## config.mk

```make
export PLATFORM = sky130hd
export DESIGN_NAME = lsu_ctrl_flat
export DESIGN_NICKNAME = d
export VERILOG_FILES = /design/src/rtl/lsu_ctrl_if.sv /design/src/rtl/lsu_ctrl.sv /design/src/flat_wrapper.sv
export SDC_FILE = /design/constraint.sdc
export NUM_CORES = 1
export LEC_CHECK = 0
export CORE_AREA = 2 2 187 189
export DETAILED_ROUTE_END_ITERATION = 10
export DIE_AREA = 0 0 189 191
export PLACE_DENSITY = 0.65
export RECOVER_POWER = 50
export SLEW_MARGIN = 0
export SYNTH_ARGS = -nofsm -noshare
export SYNTH_HDL_FRONTEND = slang
export SYNTH_SLANG_ARGS = --single-unit
```

## constraint.sdc

```tcl
create_clock -name clk -period 2 [get_ports clk]
set_input_delay 0.3 -clock clk [delete_from_list [all_inputs] [get_ports clk]]
set_output_delay 0.3 -clock clk [all_outputs]
set_load 0.1 [all_outputs]
```

## src/rtl/lsu_ctrl_if.sv

```systemverilog
// Request / memory / response bundle for the load/store control stage.
// The slave modport is the stage itself; master is the surrounding execute/memory/writeback side.
interface lsu_ctrl_if #(
  parameter int XLEN = 64,
  parameter int RD_W = 5
);
  logic            req_valid;
  logic            req_ready;
  logic            req_wen;
  logic [XLEN-1:0] req_addr;
  logic [XLEN-1:0] req_wdata;
  logic [3:0]      req_wdt;
  logic            req_sext;
  logic [RD_W-1:0] req_rd;

  logic [XLEN-1:0] mem_raddr;
  logic [XLEN-1:0] mem_waddr;
  logic [XLEN-1:0] mem_wdata;
  logic            mem_ren;
  logic            mem_wen;
  logic [3:0]      wdt_op;
  logic [XLEN-1:0] mem_rdata;

  logic            resp_valid;
  logic            resp_ready;
  logic [XLEN-1:0] resp_data;
  logic [RD_W-1:0] resp_rd;
  logic            resp_is_load;
  logic            resp_fault;

  modport slave (
    input  req_valid, req_wen, req_addr, req_wdata, req_wdt, req_sext, req_rd,
    output req_ready,
    output mem_raddr, mem_waddr, mem_wdata, mem_ren, mem_wen, wdt_op,
    input  mem_rdata,
    output resp_valid, resp_data, resp_rd, resp_is_load, resp_fault,
    input  resp_ready
  );

  modport master (
    output req_valid, req_wen, req_addr, req_wdata, req_wdt, req_sext, req_rd,
    input  req_ready,
    input  mem_raddr, mem_waddr, mem_wdata, mem_ren, mem_wen, wdt_op,
    output mem_rdata,
    input  resp_valid, resp_data, resp_rd, resp_is_load, resp_fault,
    output resp_ready
  );
endinterface

```

## src/rtl/lsu_ctrl.sv

```systemverilog
// Load/store control stage: sequences one memory access per request and extends load data.
// Optional misaligned-access check is enabled by defining LSU_MISALIGN_CHECK_EN.
module lsu_ctrl #(
  parameter int XLEN = 64,
  parameter int RD_W = 5
) (
  input  logic       clk,
  input  logic       rst_n,
  lsu_ctrl_if.slave  bus,
  output logic [1:0] dbg_state
);

  typedef enum logic [1:0] {IDLE, ISSUE, CAPTURE, RESP} state_t;

  state_t          state_q, state_d;
  logic            accept;
  logic            misalign;
  logic [XLEN-1:0] addr_q, wdata_q, resp_data_q, ext_data;
  logic [3:0]      wdt_q;
  logic            is_load_q, sext_q, fault_q;
  logic [RD_W-1:0] rd_q;

  // Both handshakes: a transfer happens on a rising edge where valid && ready are high;
  // valid never depends on ready, and the stage holds resp_* stable while resp_valid is high.
  assign accept = bus.req_valid && bus.req_ready;

`ifdef LSU_MISALIGN_CHECK_EN
  assign misalign = (bus.req_wdt[1] &&  bus.req_addr[0])   ||
                    (bus.req_wdt[2] && |bus.req_addr[1:0]) ||
                    (bus.req_wdt[3] && |bus.req_addr[2:0]);
`else
  assign misalign = 1'b0;
`endif

  always_ff @(posedge clk) begin
    if (!rst_n) state_q <= IDLE;
    else        state_q <= state_d;
  end

  always_comb begin
    state_d        = state_q;
    bus.req_ready  = 1'b0;
    bus.resp_valid = 1'b0;
    bus.mem_ren    = 1'b0;
    bus.mem_wen    = 1'b0;
    case (state_q)
      IDLE: begin
        bus.req_ready = 1'b1;
        if (accept) state_d = misalign ? RESP : ISSUE;
      end
      ISSUE: begin
        // Gating with rst_n keeps a reset cycle from committing a negedge write.
        bus.mem_ren = rst_n &&  is_load_q;
        bus.mem_wen = rst_n && !is_load_q;
        state_d     = is_load_q ? CAPTURE : RESP;
      end
      CAPTURE: state_d = RESP;
      RESP: begin
        bus.resp_valid = 1'b1;
        if (bus.resp_ready) state_d = IDLE;
      end
      default: state_d = IDLE;
    endcase
  end

  // Memory returns zero-extended data; only the sign fill is added here.
  always_comb begin
    ext_data = bus.mem_rdata;
    if (sext_q) begin
      case (wdt_q)
        4'b0001: ext_data = {{(XLEN-8){bus.mem_rdata[7]}},   bus.mem_rdata[7:0]};
        4'b0010: ext_data = {{(XLEN-16){bus.mem_rdata[15]}}, bus.mem_rdata[15:0]};
        4'b0100: ext_data = {{(XLEN-32){bus.mem_rdata[31]}}, bus.mem_rdata[31:0]};
        default: ext_data = bus.mem_rdata;
      endcase
    end
  end

  always_ff @(posedge clk) begin
    if (!rst_n) begin
      addr_q      <= '0;
      wdata_q     <= '0;
      wdt_q       <= 4'b1000;
      is_load_q   <= 1'b0;
      sext_q      <= 1'b0;
      rd_q        <= '0;
      fault_q     <= 1'b0;
      resp_data_q <= '0;
    end else begin
      if (accept) begin
        addr_q      <= bus.req_addr;
        wdata_q     <= bus.req_wdata;
        wdt_q       <= bus.req_wdt;
        is_load_q   <= !bus.req_wen;
        sext_q      <= bus.req_sext;
        rd_q        <= bus.req_rd;
        fault_q     <= misalign;
        resp_data_q <= '0;
      end
      if (state_q == CAPTURE) resp_data_q <= ext_data;
    end
  end

  assign bus.mem_raddr    = addr_q;
  assign bus.mem_waddr    = addr_q;
  assign bus.mem_wdata    = wdata_q;
  assign bus.wdt_op       = wdt_q;
  assign bus.resp_data    = resp_data_q;
  assign bus.resp_rd      = rd_q;
  assign bus.resp_is_load = is_load_q;
  assign bus.resp_fault   = fault_q;
  assign dbg_state        = state_q;

endmodule

```

## src/flat_wrapper.sv

```systemverilog
// flat-port wrapper written by rule: the top's interface ports become plain ports
module lsu_ctrl_flat 
#(
  parameter int XLEN = 64,
  parameter int RD_W = 5
)
  (clk, rst_n, dbg_state, bus_req_valid, bus_req_wen, bus_req_addr, bus_req_wdata, bus_req_wdt, bus_req_sext, bus_req_rd, bus_req_ready, bus_mem_raddr, bus_mem_waddr, bus_mem_wdata, bus_mem_ren, bus_mem_wen, bus_wdt_op, bus_mem_rdata, bus_resp_valid, bus_resp_data, bus_resp_rd, bus_resp_is_load, bus_resp_fault, bus_resp_ready);
  lsu_ctrl_if #(.XLEN(XLEN), .RD_W(RD_W)) bus_i ();
  input  logic clk;
  input  logic rst_n;
  output logic [1:0] dbg_state;
  input wire logic [$bits(bus_i.req_valid)-1:0] bus_req_valid;
  input wire logic [$bits(bus_i.req_wen)-1:0] bus_req_wen;
  input wire logic [$bits(bus_i.req_addr)-1:0] bus_req_addr;
  input wire logic [$bits(bus_i.req_wdata)-1:0] bus_req_wdata;
  input wire logic [$bits(bus_i.req_wdt)-1:0] bus_req_wdt;
  input wire logic [$bits(bus_i.req_sext)-1:0] bus_req_sext;
  input wire logic [$bits(bus_i.req_rd)-1:0] bus_req_rd;
  output wire logic [$bits(bus_i.req_ready)-1:0] bus_req_ready;
  output wire logic [$bits(bus_i.mem_raddr)-1:0] bus_mem_raddr;
  output wire logic [$bits(bus_i.mem_waddr)-1:0] bus_mem_waddr;
  output wire logic [$bits(bus_i.mem_wdata)-1:0] bus_mem_wdata;
  output wire logic [$bits(bus_i.mem_ren)-1:0] bus_mem_ren;
  output wire logic [$bits(bus_i.mem_wen)-1:0] bus_mem_wen;
  output wire logic [$bits(bus_i.wdt_op)-1:0] bus_wdt_op;
  input wire logic [$bits(bus_i.mem_rdata)-1:0] bus_mem_rdata;
  output wire logic [$bits(bus_i.resp_valid)-1:0] bus_resp_valid;
  output wire logic [$bits(bus_i.resp_data)-1:0] bus_resp_data;
  output wire logic [$bits(bus_i.resp_rd)-1:0] bus_resp_rd;
  output wire logic [$bits(bus_i.resp_is_load)-1:0] bus_resp_is_load;
  output wire logic [$bits(bus_i.resp_fault)-1:0] bus_resp_fault;
  input wire logic [$bits(bus_i.resp_ready)-1:0] bus_resp_ready;
  assign bus_i.req_valid = bus_req_valid;
  assign bus_i.req_wen = bus_req_wen;
  assign bus_i.req_addr = bus_req_addr;
  assign bus_i.req_wdata = bus_req_wdata;
  assign bus_i.req_wdt = bus_req_wdt;
  assign bus_i.req_sext = bus_req_sext;
  assign bus_i.req_rd = bus_req_rd;
  assign bus_req_ready = bus_i.req_ready;
  assign bus_mem_raddr = bus_i.mem_raddr;
  assign bus_mem_waddr = bus_i.mem_waddr;
  assign bus_mem_wdata = bus_i.mem_wdata;
  assign bus_mem_ren = bus_i.mem_ren;
  assign bus_mem_wen = bus_i.mem_wen;
  assign bus_wdt_op = bus_i.wdt_op;
  assign bus_i.mem_rdata = bus_mem_rdata;
  assign bus_resp_valid = bus_i.resp_valid;
  assign bus_resp_data = bus_i.resp_data;
  assign bus_resp_rd = bus_i.resp_rd;
  assign bus_resp_is_load = bus_i.resp_is_load;
  assign bus_resp_fault = bus_i.resp_fault;
  assign bus_i.resp_ready = bus_resp_ready;
  lsu_ctrl #(.XLEN(XLEN), .RD_W(RD_W)) u_core (.clk(clk), .rst_n(rst_n), .bus(bus_i), .dbg_state(dbg_state));
endmodule
```

==> impl_results.rst <==
.. list-table::
   :header-rows: 1

   * - Metric
     - Value
   * - Result of the run
     - completed
   * - Sequential share of power
     - 0.245
   * - Pwr Density
     - 1790 nW/µm²
   * - Hold-fix buffer count after cts
     - 0
   * - CP Max Fanout
     - 6
   * - GRT Overall Usage
     - 0.151
   * - 1st-pass router iterations
     - 4
   * - Routed via count divided by cell count
     - 4.34
   * - Post-synthesis sequential element count
     - 205
   * - Remaining antenna violation count
     - 0
   * - Cell depth of the worst min-delay path
     - 3
   * - Clock tree sinks
     - 205
   * - Share of flip-flops with an asynchronous set or reset
     - 0
   * - Residual overflow from global routing
     - 0
   * - Number of inserted filler cells in the final layout
     - 3585
   * - Maximum number of pins on one net before global-route repair
     - 84
   * - Max Buffers Root-to-Sink
     - 3
   * - Share of post-route cells with drive strength above 1
     - 0.269
   * - Clock transition time at the flip-flop clock pins of the worst setup and hold paths
     - 0.06 ns
   * - Placed cell count
     - 1789
   * - Number of max-cap violations
     - 0
   * - Crit path capture type
     - output pin
   * - Internal power
     - 9840 µW
   * - Synth warn
     - 0
   * - Post-detailed-route wirelength per cell
     - 16.0 µm
   * - Initial standard-cell utilization of the core
     - 0.233
   * - Mapped Nets
     - 1176
   * - Family with the most delay on the worst path
     - flip-flops
   * - # H-tree levels
     - 1
   * - Count of flip-flops with a built-in enable after synthesis
     - 0
   * - Launch instance of the worst register-to-register path
     - u_core.dbg_state[0]
   * - Critical path required time
     - 1.70 ns
   * - Max Fclk
     - 0.534 GHz
   * - Fin util
     - 0.367
   * - Cell Rows
     - 68
   * - Startpoint of the worst setup timing path
     - u_core.dbg_state[1]
   * - Switching power share of the total
     - 0.560
   * - Total clock buffers created by CTS
     - 24
   * - Number of buffers added on ports
     - 478
   * - Start-to-end type of the worst setup path
     - flip-flop to output pin
   * - Post-route insts no fill
     - 1834
   * - Area growth from synthesis to layout
     - 57.5%
   * - DRT Wirelength
     - 29.4 mm
   * - LEAKAGE
     - 0.00521 µW
   * - FF+latch area
     - 4110 µm²
   * - Setup repair after global routing missed its margin
     - no
   * - Initial detailed-routing violation count
     - 307
   * - Die Footprint
     - 36100 µm²
   * - Number of failing hold endpoints at the final stage
     - 0
   * - Critical Path, Cell by Cell
     - inv_2 -> ha_2 -> nand2_2 -> nor2_4 -> buf_12
   * - Sequential cell area fraction in the yosys report
     - 0.517
   * - Area taken by multi-input logic gates
     - 3090 µm²
   * - Final estimated routing congestion in global placement
     - 0.786
   * - DRC viols
     - 0
   * - Slew at the pin closest to its max-slew limit
     - 0.612 ns
   * - Net Switching
     - 12500 µW
   * - Synthesized instance count
     - 965
   * - Critical register-to-register path endpoint
     - u_core.bus.resp_data[44]
   * - Worst relative slew slack
     - 0.590
   * - Post-synthesis cell area
     - 7940 µm²
   * - DIE WIDTH
     - 189 µm
   * - Primary flip-flop cell chosen by synthesis mapping
     - dfxtp_1
   * - Overall power after layout
     - 22400 µW
   * - Total negative slack
     - 0 ns
   * - Highest cell delay on the worst timing path
     - 0.36 ns
   * - Worst path setup slack after routing
     - 0.127 ns
   * - WP data arrival
     - 1.57 ns
   * - Minimum setup slack after placement
     - -0.0820 ns
   * - Crit path buffers/inverters
     - 2
   * - Syn Area/Cell
     - 8.23 µm²
   * - Area of the core
     - 34100 µm²
   * - Net count reported at finish
     - 1571
   * - Unique cell type count in the Yosys netlist
     - 36
   * - Time the final worst path needs with I/O delays and setup
     - 1.87 ns
   * - CTS tree
     - built
   * - Slew Limit Fails
     - 0
   * - Comb power frac
     - 0.561
   * - Sort of element at the start of the critical path
     - flip-flop
   * - Setup-violating endpoint count in the final report
     - 0
   * - Die Y-Extent
     - 191 µm
   * - Share of the clock period used by the worst path
     - 0.937
   * - Worst r2r path cells
     - 6
   * - First-pass GRT wire length
     - 43.5 mm
   * - Slowest stage cell on the critical path
     - dfxtp_4
   * - Clock Root Buffer
     - clkbuf_16
   * - Final HPWL from detailed placement
     - 21.9 mm
   * - Final setup skew
     - 0.0124 ns
   * - Number of global-route vias before repair
     - 7613
   * - Part of the power in the clock network
     - 0.194
   * - Class of the most critical hold timing path
     - input pin to flip-flop
   * - Top-Level Pins
     - 480
   * - Number of antenna violations at the first check in global routing
     - 1
   * - Hold worst-path end
     - u_core.bus.mem_wdata[63]
   * - Peak VDD IR
     - 892 µV
   * - Flop2flop setup slack
     - 0.23 ns
   * - Skew-Pair Late Insertion Delay
     - 0.52 ns
   * - Detailed-route via count
     - 7960
   * - Launch instance of the worst min-delay path
     - bus_req_wdata[63]
## cells in the final DEF (no fill, tap or decap), types with 14 or more instances in the layout
cell / synthesis / layout
o211ai_1: 32 / 32
a21oi_1: 154 / 154
buf_4: 66 / 54
buf_12: 0 / 14
clkbuf_2: 0 / 235
nand3_1: 33 / 33
dfxtp_1: 205 / 199
clkbuf_16: 0 / 25
nand2_1: 319 / 317
clkdlybuf4s50_1: 0 / 206
## how the worst max path moves through the flow
stage,endpoint,depth (start not counted)
6_report,bus_mem_wen,5
5_1_grt,bus_mem_wen,4
4_1_cts,bus_mem_wen,5
3_5_place_dp,u_core.bus.resp_data[31],4
3_3_place_gp,u_core.bus.resp_data[19],4
2_1_floorplan,u_core.bus.mem_wdata[31],8
## worst min-delay path, cell delays in order
cell             delay, ns
clkdlybuf4s50_1       0.39
nand2_1               0.06
a21oi_1               0.05
## layer usage
metal  vias to the layer above  share of wire  global-route usage
li1                       3941              -                   -
met4                         0          0.017              0.0364
met3                        37          0.088              0.0472
met1                      3652           0.41               0.177
met5                         -              0                   0
met2                       330           0.49               0.269
## flip-flops by register name (all words and copies together) (netlist names)
signal,flops
u_core.dbg_state,2
u_core.sext_q,1
u_core.bus.resp_data,64
u_core.bus.mem_wdata,64
u_core.bus.resp_is_load,1
u_core.bus.wdt_op,4
u_core.bus.mem_raddr,64
u_core.bus.resp_rd,5
## timing repair
item	in CTS	in global routing
setup buffers	0	0
pin swaps	1	0
resized for setup	2	5
setup endpoints to repair	1	18
## cell usage after synthesis (2+ instances only)
cell type | n | area, µm²
a211oi_1 | 10 | 75.1
a21oi_1 | 154 | 771
a221o_1 | 12 | 120
a221o_2 | 4 | 45.0
and2_1 | 2 | 12.5
and4bb_2 | 2 | 25.0
buf_1 | 4 | 15.0
buf_2 | 13 | 65.1
buf_4 | 66 | 495
buf_6 | 2 | 22.5
clkbuf_1 | 56 | 210
dfxtp_1 | 205 | 4100
ha_1 | 4 | 50.1
inv_1 | 4 | 15.0
nand2_1 | 319 | 1200
nand3_1 | 33 | 165
nand3b_1 | 10 | 75.1
nor2_1 | 4 | 15.0
nor2b_1 | 4 | 25.0
o211ai_1 | 32 | 240
o21ai_0 | 10 | 50.1
## layout make-up
cell class              count  share of cell area
flip-flops and latches    205               0.329
clock inverters             8             0.00570
clock buffers              36              0.0573
multi-input cells         615               0.247
well taps                 455              0.0455
repair buffers            510               0.314
inverters                   4             0.00160
diodes                      1            0.000200
## kinds of logic (layout without fill, tap and decap cells)
group           after synthesis  count (layout)  share of synthesized area
simple gates                380             380                      0.197
compound gates              228             228                      0.174
flops                       205             205                      0.517
buf+inv                     145             558                      0.104
fa+ha+maj                     4               4                    0.00630
xor+xnor                      2               2                    0.00221
other cells                   1               2                   0.000472
## power by group through the flow
stage               Combinational [µW]  Sequential [µW]  Clock, µW
floorplan                         4560            11100          0
global placement                 13100             5560          0
detailed placement               13100             5580          0
CTS                              13200             5520       4480
global route                     13000             5600       4660
finish                           12500             5490       4340
## per-stage QoR
step	hold slack [ns]	area, µm²
after detailed placement	0.447	12300
final	0.326	12500
after CTS	0.292	13100
after floorplan	0.372	8000
after global placement	0.443	12300
after global routing	0.304	12500
Power figures use the tool's default switching activity.
